$ cat src/rtl/wordle_scorer_if.sv
// Handshake and result bundle between the game controller and the scorer.
// The controller drives guess/answer plus start/new_game pulses; the scorer
// returns per-letter colours, the guess count and the win/lose flags.
interface wordle_scorer_if #(
  parameter int WORD_LEN    = 5,
  parameter int LETTER_W    = 8,
  parameter int MAX_GUESSES = 6,
  parameter int GC_W        = $clog2(MAX_GUESSES + 1)
);
  logic                         start;
  logic                         new_game;
  logic [WORD_LEN*LETTER_W-1:0] guess;
  logic [WORD_LEN*LETTER_W-1:0] answer;
  logic                         busy;
  logic                         done;
  logic [2*WORD_LEN-1:0]        colors;
  logic [GC_W-1:0]              guess_count;
  logic                         win;
  logic                         lose;

  modport master (
    output start, new_game, guess, answer,
    input  busy, done, colors, guess_count, win, lose
  );

  modport slave (
    input  start, new_game, guess, answer,
    output busy, done, colors, guess_count, win, lose
  );
endinterface

$ cat src/rtl/wordle_scorer.sv
// Per-letter Wordle scoring engine with game bookkeeping.
// One pass marks exact matches, then one position per cycle looks for an
// unused answer letter to award a yellow, so duplicate letters are only
// credited as often as they occur in the answer. Results, guess count and
// sticky win/lose flags are all registered.
module wordle_scorer #(
  parameter int WORD_LEN    = 5,
  parameter int LETTER_W    = 8,
  parameter int MAX_GUESSES = 6,
  parameter int GC_W        = $clog2(MAX_GUESSES + 1)
) (
  input logic            Clk,
  input logic            reset,
  wordle_scorer_if.slave bus
);

  localparam int                IDX_W    = (WORD_LEN > 1) ? $clog2(WORD_LEN) : 1;
  localparam logic [IDX_W-1:0]  LAST_IDX = IDX_W'(WORD_LEN - 1);
  localparam logic [GC_W-1:0]   MAX_GC   = GC_W'(MAX_GUESSES);

  typedef enum logic [1:0] {
    S_IDLE,
    S_GREEN,
    S_YELLOW,
    S_FINISH
  } state_t;

  state_t                r_state;
  state_t                w_state_nxt;

  logic [LETTER_W-1:0]   r_g [WORD_LEN];
  logic [LETTER_W-1:0]   r_a [WORD_LEN];
  logic [WORD_LEN-1:0]   r_green;
  logic [WORD_LEN-1:0]   r_used;
  logic [WORD_LEN-1:0]   r_yellow;
  logic [IDX_W-1:0]      r_idx;

  logic [2*WORD_LEN-1:0] r_colors;
  logic [GC_W-1:0]       r_count;
  logic                  r_win;
  logic                  r_lose;
  logic                  r_busy;
  logic                  r_done;

  logic                  w_accept;
  logic [WORD_LEN-1:0]   w_eq;
  logic [WORD_LEN-1:0]   w_take;
  logic                  w_found;
  logic [2*WORD_LEN-1:0] w_colors;
  logic                  w_all_green;
  logic [GC_W-1:0]       w_count_inc;

  // A request only counts while the game is live and no clear is pending.
  assign w_accept    = bus.start && !bus.new_game && !r_win && !r_lose;
  assign w_all_green = &r_green;
  assign w_count_inc = r_count + 1'b1;

  // State register.
  always_ff @(posedge Clk or posedge reset) begin
    if (reset) r_state <= S_IDLE;
    else       r_state <= w_state_nxt;
  end

  // Next-state decode; new_game overrides every transition.
  always_comb begin
    // NOTE: every combinational output gets a default first so no path
    // leaves it unassigned, which would otherwise infer a latch.
    w_state_nxt = r_state;
    case (r_state)
      S_IDLE:   if (w_accept) w_state_nxt = S_GREEN;
      S_GREEN:  w_state_nxt = S_YELLOW;
      S_YELLOW: if (r_idx == LAST_IDX) w_state_nxt = S_FINISH;
      S_FINISH: w_state_nxt = S_IDLE;
      default:  w_state_nxt = S_IDLE;
    endcase
    if (bus.new_game) w_state_nxt = S_IDLE;
  end

  // Exact-position matches of the latched words.
  always_comb begin
    w_eq = '0;
    for (int i = 0; i < WORD_LEN; i++) w_eq[i] = (r_g[i] == r_a[i]);
  end

  // Lowest unused answer position holding the current guess letter.
  always_comb begin
    // NOTE: blocking assignments here are deliberate: w_found must be seen
    // updated by later loop iterations within the same evaluation.
    w_take  = '0;
    w_found = 1'b0;
    for (int j = 0; j < WORD_LEN; j++) begin
      if (!w_found && !r_used[j] && (r_a[j] == r_g[r_idx])) begin
        w_take[j] = 1'b1;
        w_found   = 1'b1;
      end
    end
  end

  // Pack green/yellow flags into the colour code, position 0 in the MSBs.
  always_comb begin
    w_colors = '0;
    for (int i = 0; i < WORD_LEN; i++) begin
      w_colors[2*(WORD_LEN-1-i) +: 2] = {r_green[i], r_yellow[i]};
    end
  end

  // Capture the words on acceptance so input changes mid-operation are ignored.
  always_ff @(posedge Clk) begin
    // NOTE: these word registers carry no reset; they are always written
    // before being read, so resetting them would only add reset fan-out.
    if (r_state == S_IDLE && w_accept) begin
      for (int i = 0; i < WORD_LEN; i++) begin
        r_g[i] <= bus.guess[LETTER_W*(WORD_LEN-1-i) +: LETTER_W];
        r_a[i] <= bus.answer[LETTER_W*(WORD_LEN-1-i) +: LETTER_W];
      end
    end
  end

  // Scoring datapath and game bookkeeping.
  always_ff @(posedge Clk or posedge reset) begin
    if (reset) begin
      r_green  <= '0;
      r_used   <= '0;
      r_yellow <= '0;
      r_idx    <= '0;
      r_colors <= '0;
      r_count  <= '0;
      r_win    <= 1'b0;
      r_lose   <= 1'b0;
      r_busy   <= 1'b0;
      r_done   <= 1'b0;
    end else begin
      r_busy <= (w_state_nxt != S_IDLE);
      r_done <= 1'b0;
      if (bus.new_game) begin
        r_colors <= '0;
        r_count  <= '0;
        r_win    <= 1'b0;
        r_lose   <= 1'b0;
      end else begin
        case (r_state)
          S_GREEN: begin
            r_green  <= w_eq;
            r_used   <= w_eq;
            r_yellow <= '0;
            r_idx    <= '0;
          end
          S_YELLOW: begin
            if (!r_green[r_idx] && w_found) begin
              r_yellow[r_idx] <= 1'b1;
              r_used          <= r_used | w_take;
            end
            r_idx <= r_idx + 1'b1;
          end
          S_FINISH: begin
            r_colors <= w_colors;
            r_count  <= w_count_inc;
            r_done   <= 1'b1;
            if (w_all_green)                r_win  <= 1'b1;
            else if (w_count_inc == MAX_GC) r_lose <= 1'b1;
          end
          default: begin
          end
        endcase
      end
    end
  end

  assign bus.busy        = r_busy;
  assign bus.done        = r_done;
  assign bus.colors      = r_colors;
  assign bus.guess_count = r_count;
  assign bus.win         = r_win;
  assign bus.lose        = r_lose;

endmodule

$ cat src/flat_wrapper.sv
// flat-port wrapper written by rule: the top's interface ports become plain ports
module wordle_scorer_flat 
#(
  parameter int WORD_LEN    = 5,
  parameter int LETTER_W    = 8,
  parameter int MAX_GUESSES = 6,
  parameter int GC_W        = $clog2(MAX_GUESSES + 1)
)
  (Clk, reset, bus_start, bus_new_game, bus_guess, bus_answer, bus_busy, bus_done, bus_colors, bus_guess_count, bus_win, bus_lose);
  wordle_scorer_if #(.WORD_LEN(WORD_LEN), .LETTER_W(LETTER_W), .MAX_GUESSES(MAX_GUESSES), .GC_W(GC_W)) bus_i ();
  input logic Clk;
  input logic reset;
  input wire logic [$bits(bus_i.start)-1:0] bus_start;
  input wire logic [$bits(bus_i.new_game)-1:0] bus_new_game;
  input wire logic [$bits(bus_i.guess)-1:0] bus_guess;
  input wire logic [$bits(bus_i.answer)-1:0] bus_answer;
  output wire logic [$bits(bus_i.busy)-1:0] bus_busy;
  output wire logic [$bits(bus_i.done)-1:0] bus_done;
  output wire logic [$bits(bus_i.colors)-1:0] bus_colors;
  output wire logic [$bits(bus_i.guess_count)-1:0] bus_guess_count;
  output wire logic [$bits(bus_i.win)-1:0] bus_win;
  output wire logic [$bits(bus_i.lose)-1:0] bus_lose;
  assign bus_i.start = bus_start;
  assign bus_i.new_game = bus_new_game;
  assign bus_i.guess = bus_guess;
  assign bus_i.answer = bus_answer;
  assign bus_busy = bus_i.busy;
  assign bus_done = bus_i.done;
  assign bus_colors = bus_i.colors;
  assign bus_guess_count = bus_i.guess_count;
  assign bus_win = bus_i.win;
  assign bus_lose = bus_i.lose;
  wordle_scorer #(.WORD_LEN(WORD_LEN), .LETTER_W(LETTER_W), .MAX_GUESSES(MAX_GUESSES), .GC_W(GC_W)) u_core (.Clk(Clk), .reset(reset), .bus(bus_i));
endmodule
$ cat config.mk
export PLATFORM = sky130hd
export DESIGN_NAME = wordle_scorer_flat
export DESIGN_NICKNAME = d
export VERILOG_FILES = /design/src/rtl/wordle_scorer_if.sv /design/src/rtl/wordle_scorer.sv /design/src/flat_wrapper.sv
export SDC_FILE = /design/constraint.sdc
export NUM_CORES = 1
export LEC_CHECK = 0
export ABC_AREA = 1
export BUFFER_PORTS_ARGS = -buffer_cell sky130_fd_sc_hd__buf_2
export CORE_ASPECT_RATIO = 2
export CORE_MARGIN = 8
export CORE_UTILIZATION = 23
export DETAILED_ROUTE_END_ITERATION = 6
export PLACE_DENSITY = 0.38
export RECOVER_POWER = 50
export SETUP_SLACK_MARGIN = 0.2
export SYNTH_ARGS = -nofsm -noshare
export SYNTH_HDL_FRONTEND = slang
export SYNTH_SLANG_ARGS = --single-unit
$ cat constraint.sdc
create_clock -name Clk -period 5.45 [get_ports Clk]
set_input_delay 0.8175 -clock Clk [delete_from_list [all_inputs] [get_ports Clk]]
set_output_delay 0.8175 -clock Clk [all_outputs]
set_load 0.05 [all_outputs]
==> results.md <==
- Chip height: about 240 um
- Actual slew at the worst max-slew pin: ~2.2 ns
- Worst endpoint required time: between 5 and 6 ns
- CTS tree: done
- VDD IR-drop max: 0.211 mV
- Die Wd: 129 um
- Final WL: around 18000 um
- Total CTS buffers: 17
- Achievable Freq: about 350 MHz
- Area of the multi-input gates: between 2000 and 2500 um^2
- Pins Over Slew Limit: 38
- Logic pwr share: approximately a fifth
- GRT Residual Overflow: 0
- Routability cong.: between 0.8 and 0.9
- Asr flop ratio synth: 31.6%
- Critical path fanouts, max: 22
- Leakage: ~3.3 nW
- Post-layout nets: 838
- Post-synth EDFFs: 80
- Final hold viol count: 0
- Fillers: 2735
- Syn Nets: 729
- Reg2reg end: u_core.r_used[3]$_DFFE_PP0P_
- Synth cell types: 33
- Synthesis-to-finish area growth: 23.8%
- Final WS setup: between 2 and 3 ns
- DP Worst Slack: 2.41 ns
- Post-layout min period: 2.88 ns
- Critical Path AT: roughly 3.2 ns
- Synthesized area: 5890 um^2
- First-pass GRT wire length: 28200 um
- Synth Register Bits: 117
- Net Sw Frac: a little over 30%
- Initial Util: between 20% and 30%
- Maximum root-to-sink buffer count: 2
- HP Start: u_core.bus.colors[6]$_DFFE_PP0P_
- Residual DRC: 0
- FF+latch area: around 3300 um^2
- Critical Path Source: u_core.r_idx[0]$_DFFE_PP0P_
- Finished Cell Area: roughly 7300 um^2
- CP endpoint kind: flip-flop
- Cts-stage hold buffer count: 0
- Clk network pwr share: 39.2%
- Largest net degree at the start of global routing: 56
- Ys flop type: edfxtp_1
- Crit path kind: reg -> reg
- Clock root buffer: clkbuf_16
- Setup Skew: 0.00990 ns
- Post-cts sizing count: 0
- Final core occ: between 20 and 30%
- Crit path buf inv count: 1
- CTS sink count: 117
- Per-cell routed wire length: approximately 17 um
- Drt first pass iters: 4
- P_sw: roughly 0.83 mW
- Clock latency on the worst-skew pair: approximately 0.42 ns
- Final setup viols: 0
- Routed vias: 4549
- Sequential share of power: between 40 and 50%
- Placed cell area: about 6800 um^2
- Number of port buffers: 100
- Worst-path clk slew: about 0.050 ns
- CP dominant cell by count: nand2_1
- Syn avg cell area: between 9 and 10 um^2
- Power per Cell Area: ~370 nW/um^2
- Ys Warns: 0
- P_int: around 1.9 mW
- Syn Inst Count: ~640
- DP Cell Count: 1066
- Core area: about 25000 um^2
- First DRT Iteration DRCs: approximately 290
- Worst Hold Path Cells: 2
- Final Power: roughly 2.7 mW
- Final TNS setup: 0 ns
- Hold crit path type: reg -> reg
- R2R setup slack: between 2 and 3 ns
- Failing checks: max-capacitance violations, max-slew violations
- R2r startpoint: u_core.r_idx[0]$_DFFE_PP0P_
- Worst path cell trace: inv_4, nand3_2, o21ai_1, nor2_4, nand2_1, nand2_1, nand2_1, nor2_1, nand3_2, nand2_1, nor2_2, nand3_2, nand2_4, nand2_4, nand2_1, nand2_1
- I/O Pins: about 100
- HPWL after DPL: 13900 um
- Hold_ws: 0.474 ns
- MaxCap Viol Count: 1
- Total GRT Usage: approximately 12%
- Fin crit share: a little over half
- WHS Endpoint: u_core.bus.colors[6]$_DFFE_PP0P_
- Status: complete, but fails checks
- # rows: 83
- Rel. slew slack: -43.8%
- Number of global-route vias before repair: a little under 5000
- H-tree Lvls: 4
- RSZ-0062 raised after global routing: false
- Type of origin of the critical path: flip-flop
- Layout cells sized above 1: 19.3%
- Initial antenna violation count: 0
- # Post-CTS Setup Buffers: 0
- CP max stage delay: 0.84 ns
- Number of inserted diodes: 0
- Sequential share of the synthesized area: 56.5%
- Slowest CP cell: dfrtp_1
- R2R depth: 16
- Via density: between 4 and 5
- Top delay family on crit path: simple AND/OR/NAND/NOR gates
- Non-filler instance count after layout: between 1000 and 1500
- Die ar.: ~31000 um^2
- Antenna viol nets, final: 0
worst register-to-register path, cell delays in order, from the launching register on:
cell	delay (ns)
dfrtp_1	0.84
inv_4	0.27
nand3_2	0.23
o21ai_1	0.15
nor2_4	0.22
nand2_1	0.08
nand2_1	0.07
nand2_1	0.06
nor2_1	0.18
nand3_2	0.12
nand2_1	0.09
nor2_2	0.05
nand3_2	0.10
nand2_4	0.10
nand2_4	0.14
nand2_1	0.07
nand2_1	0.05
area by class of cell:
class / count / share of cell area (%)
repair buffers: 102 / 6.92
inverters: 84 / 4.36
well taps: 340 / 5.84
flip-flops and latches: 117 / 45.7
clock inverters: 12 / 1.55
multi-input cells: 423 / 29.7
clock buffers: 20 / 5.99
power by group through the flow:
stage	clock [mW]	combinational, mW	sequential, mW
3_3_place_gp	0	0.557	1.11
6_report	1.06	0.548	1.09
5_1_grt	1.12	0.628	1.10
4_1_cts	1.09	0.560	1.09
2_1_floorplan	0	0.416	1.07
3_5_place_dp	0	0.557	1.10
kinds of logic (layout without fill, tap and decap cells):
logic type                 count (synthesis)  after routing  share of synthesized area [%]
AOI/OAI and AO/OA                         50             50                           4.38
xor gates and xnor gates                  33             33                           4.91
adders and majority gates                  9              9                           1.91
buffers and inverters                     96            218                           6.88
DFF                                      117            117                           56.5
and+or+nand+nor                          331            331                           25.4
per-layer routing:
layer	vias up	global-route usage, %	routed length [um]
met5	-	0	0
met4	0	5.18	455
met3	25	3.33	908
met2	123	20.6	9140
met1	2091	14.1	7620
li1	2310	-	-
worst max-delay path by stage:
| stage | end | slack [ns] | cells past startpoint |
|---|---|---|---|
| CTS | u_core.r_yellow[3]$_DFFE_PP0P_ | 2.56 | 14 |
| floorplan | u_core.r_a[0][0]$_DFFE_PP_ | 0.61 | 3 |
| finish | u_core.r_used[3]$_DFFE_PP0P_ | 2.57 | 16 |
| global placement | u_core.r_a[0][15]$_DFFE_PP_ | 2.44 | 5 |
| global route | u_core.r_yellow[4]$_DFFE_PP0P_ | 2.24 | 18 |
| detailed placement | u_core.r_g[1][3]$_DFFE_PP_ | 2.41 | 5 |
sequential cells by signal, summed over array words and instances (netlist names):
name / cells
u_core.bus.busy: 1
u_core.bus.colors: 10
u_core.bus.done: 1
u_core.bus.guess_count: 3
u_core.bus.lose: 1
u_core.bus.win: 1
u_core.r_a: 40
u_core.r_g: 40
u_core.r_green: 5
u_core.r_idx: 3
u_core.r_state: 2
u_core.r_used: 5
u_core.r_yellow: 5
cells in the final DEF, fill, tap and decap left out, types with 2 or more instances in the layout:
cell type,n
a21oi_1,18
buf_2,94
bufinv_16,2
clkbuf_1,10
clkbuf_16,17
clkinv_1,3
clkinv_2,5
dfrtp_1,37
edfxtp_1,80
ha_1,9
inv_1,82
nand2_1,171
nand2_2,2
nand2_4,2
nand3_1,34
nand3_2,3
nand4_1,28
nor2_1,61
nor2_2,5
nor2_4,6
nor3_1,7
nor4_1,4
o21ai_0,26
o22ai_1,3
or2_2,4
or3_1,2
xnor2_1,17
xor2_1,16
cell usage after synthesis, types with 2 or more instances:
| master | instances | area [um^2] |
|---|---|---|
| a21oi_1 | 18 | 90.1 |
| buf_4 | 3 | 22.5 |
| buf_6 | 4 | 45.0 |
| clkbuf_1 | 4 | 15.0 |
| dfrtp_1 | 37 | 926 |
| edfxtp_1 | 80 | 2400 |
| ha_1 | 9 | 113 |
| inv_1 | 82 | 308 |
| nand2_1 | 171 | 642 |
| nand2_2 | 2 | 12.5 |
| nand2_4 | 2 | 22.5 |
| nand3_1 | 34 | 170 |
| nand3_2 | 3 | 30.0 |
| nand4_1 | 28 | 175 |
| nor2_1 | 62 | 233 |
| nor2_2 | 5 | 31.3 |
| nor2_4 | 5 | 56.3 |
| nor3_1 | 7 | 35.0 |
| nor4_1 | 4 | 25.0 |
| o21ai_0 | 26 | 130 |
| o22ai_1 | 3 | 18.8 |
| or2_2 | 4 | 25.0 |
| or3_1 | 2 | 12.5 |
| xnor2_1 | 17 | 149 |
| xor2_1 | 16 | 140 |
(Power assumes the default switching activity.)
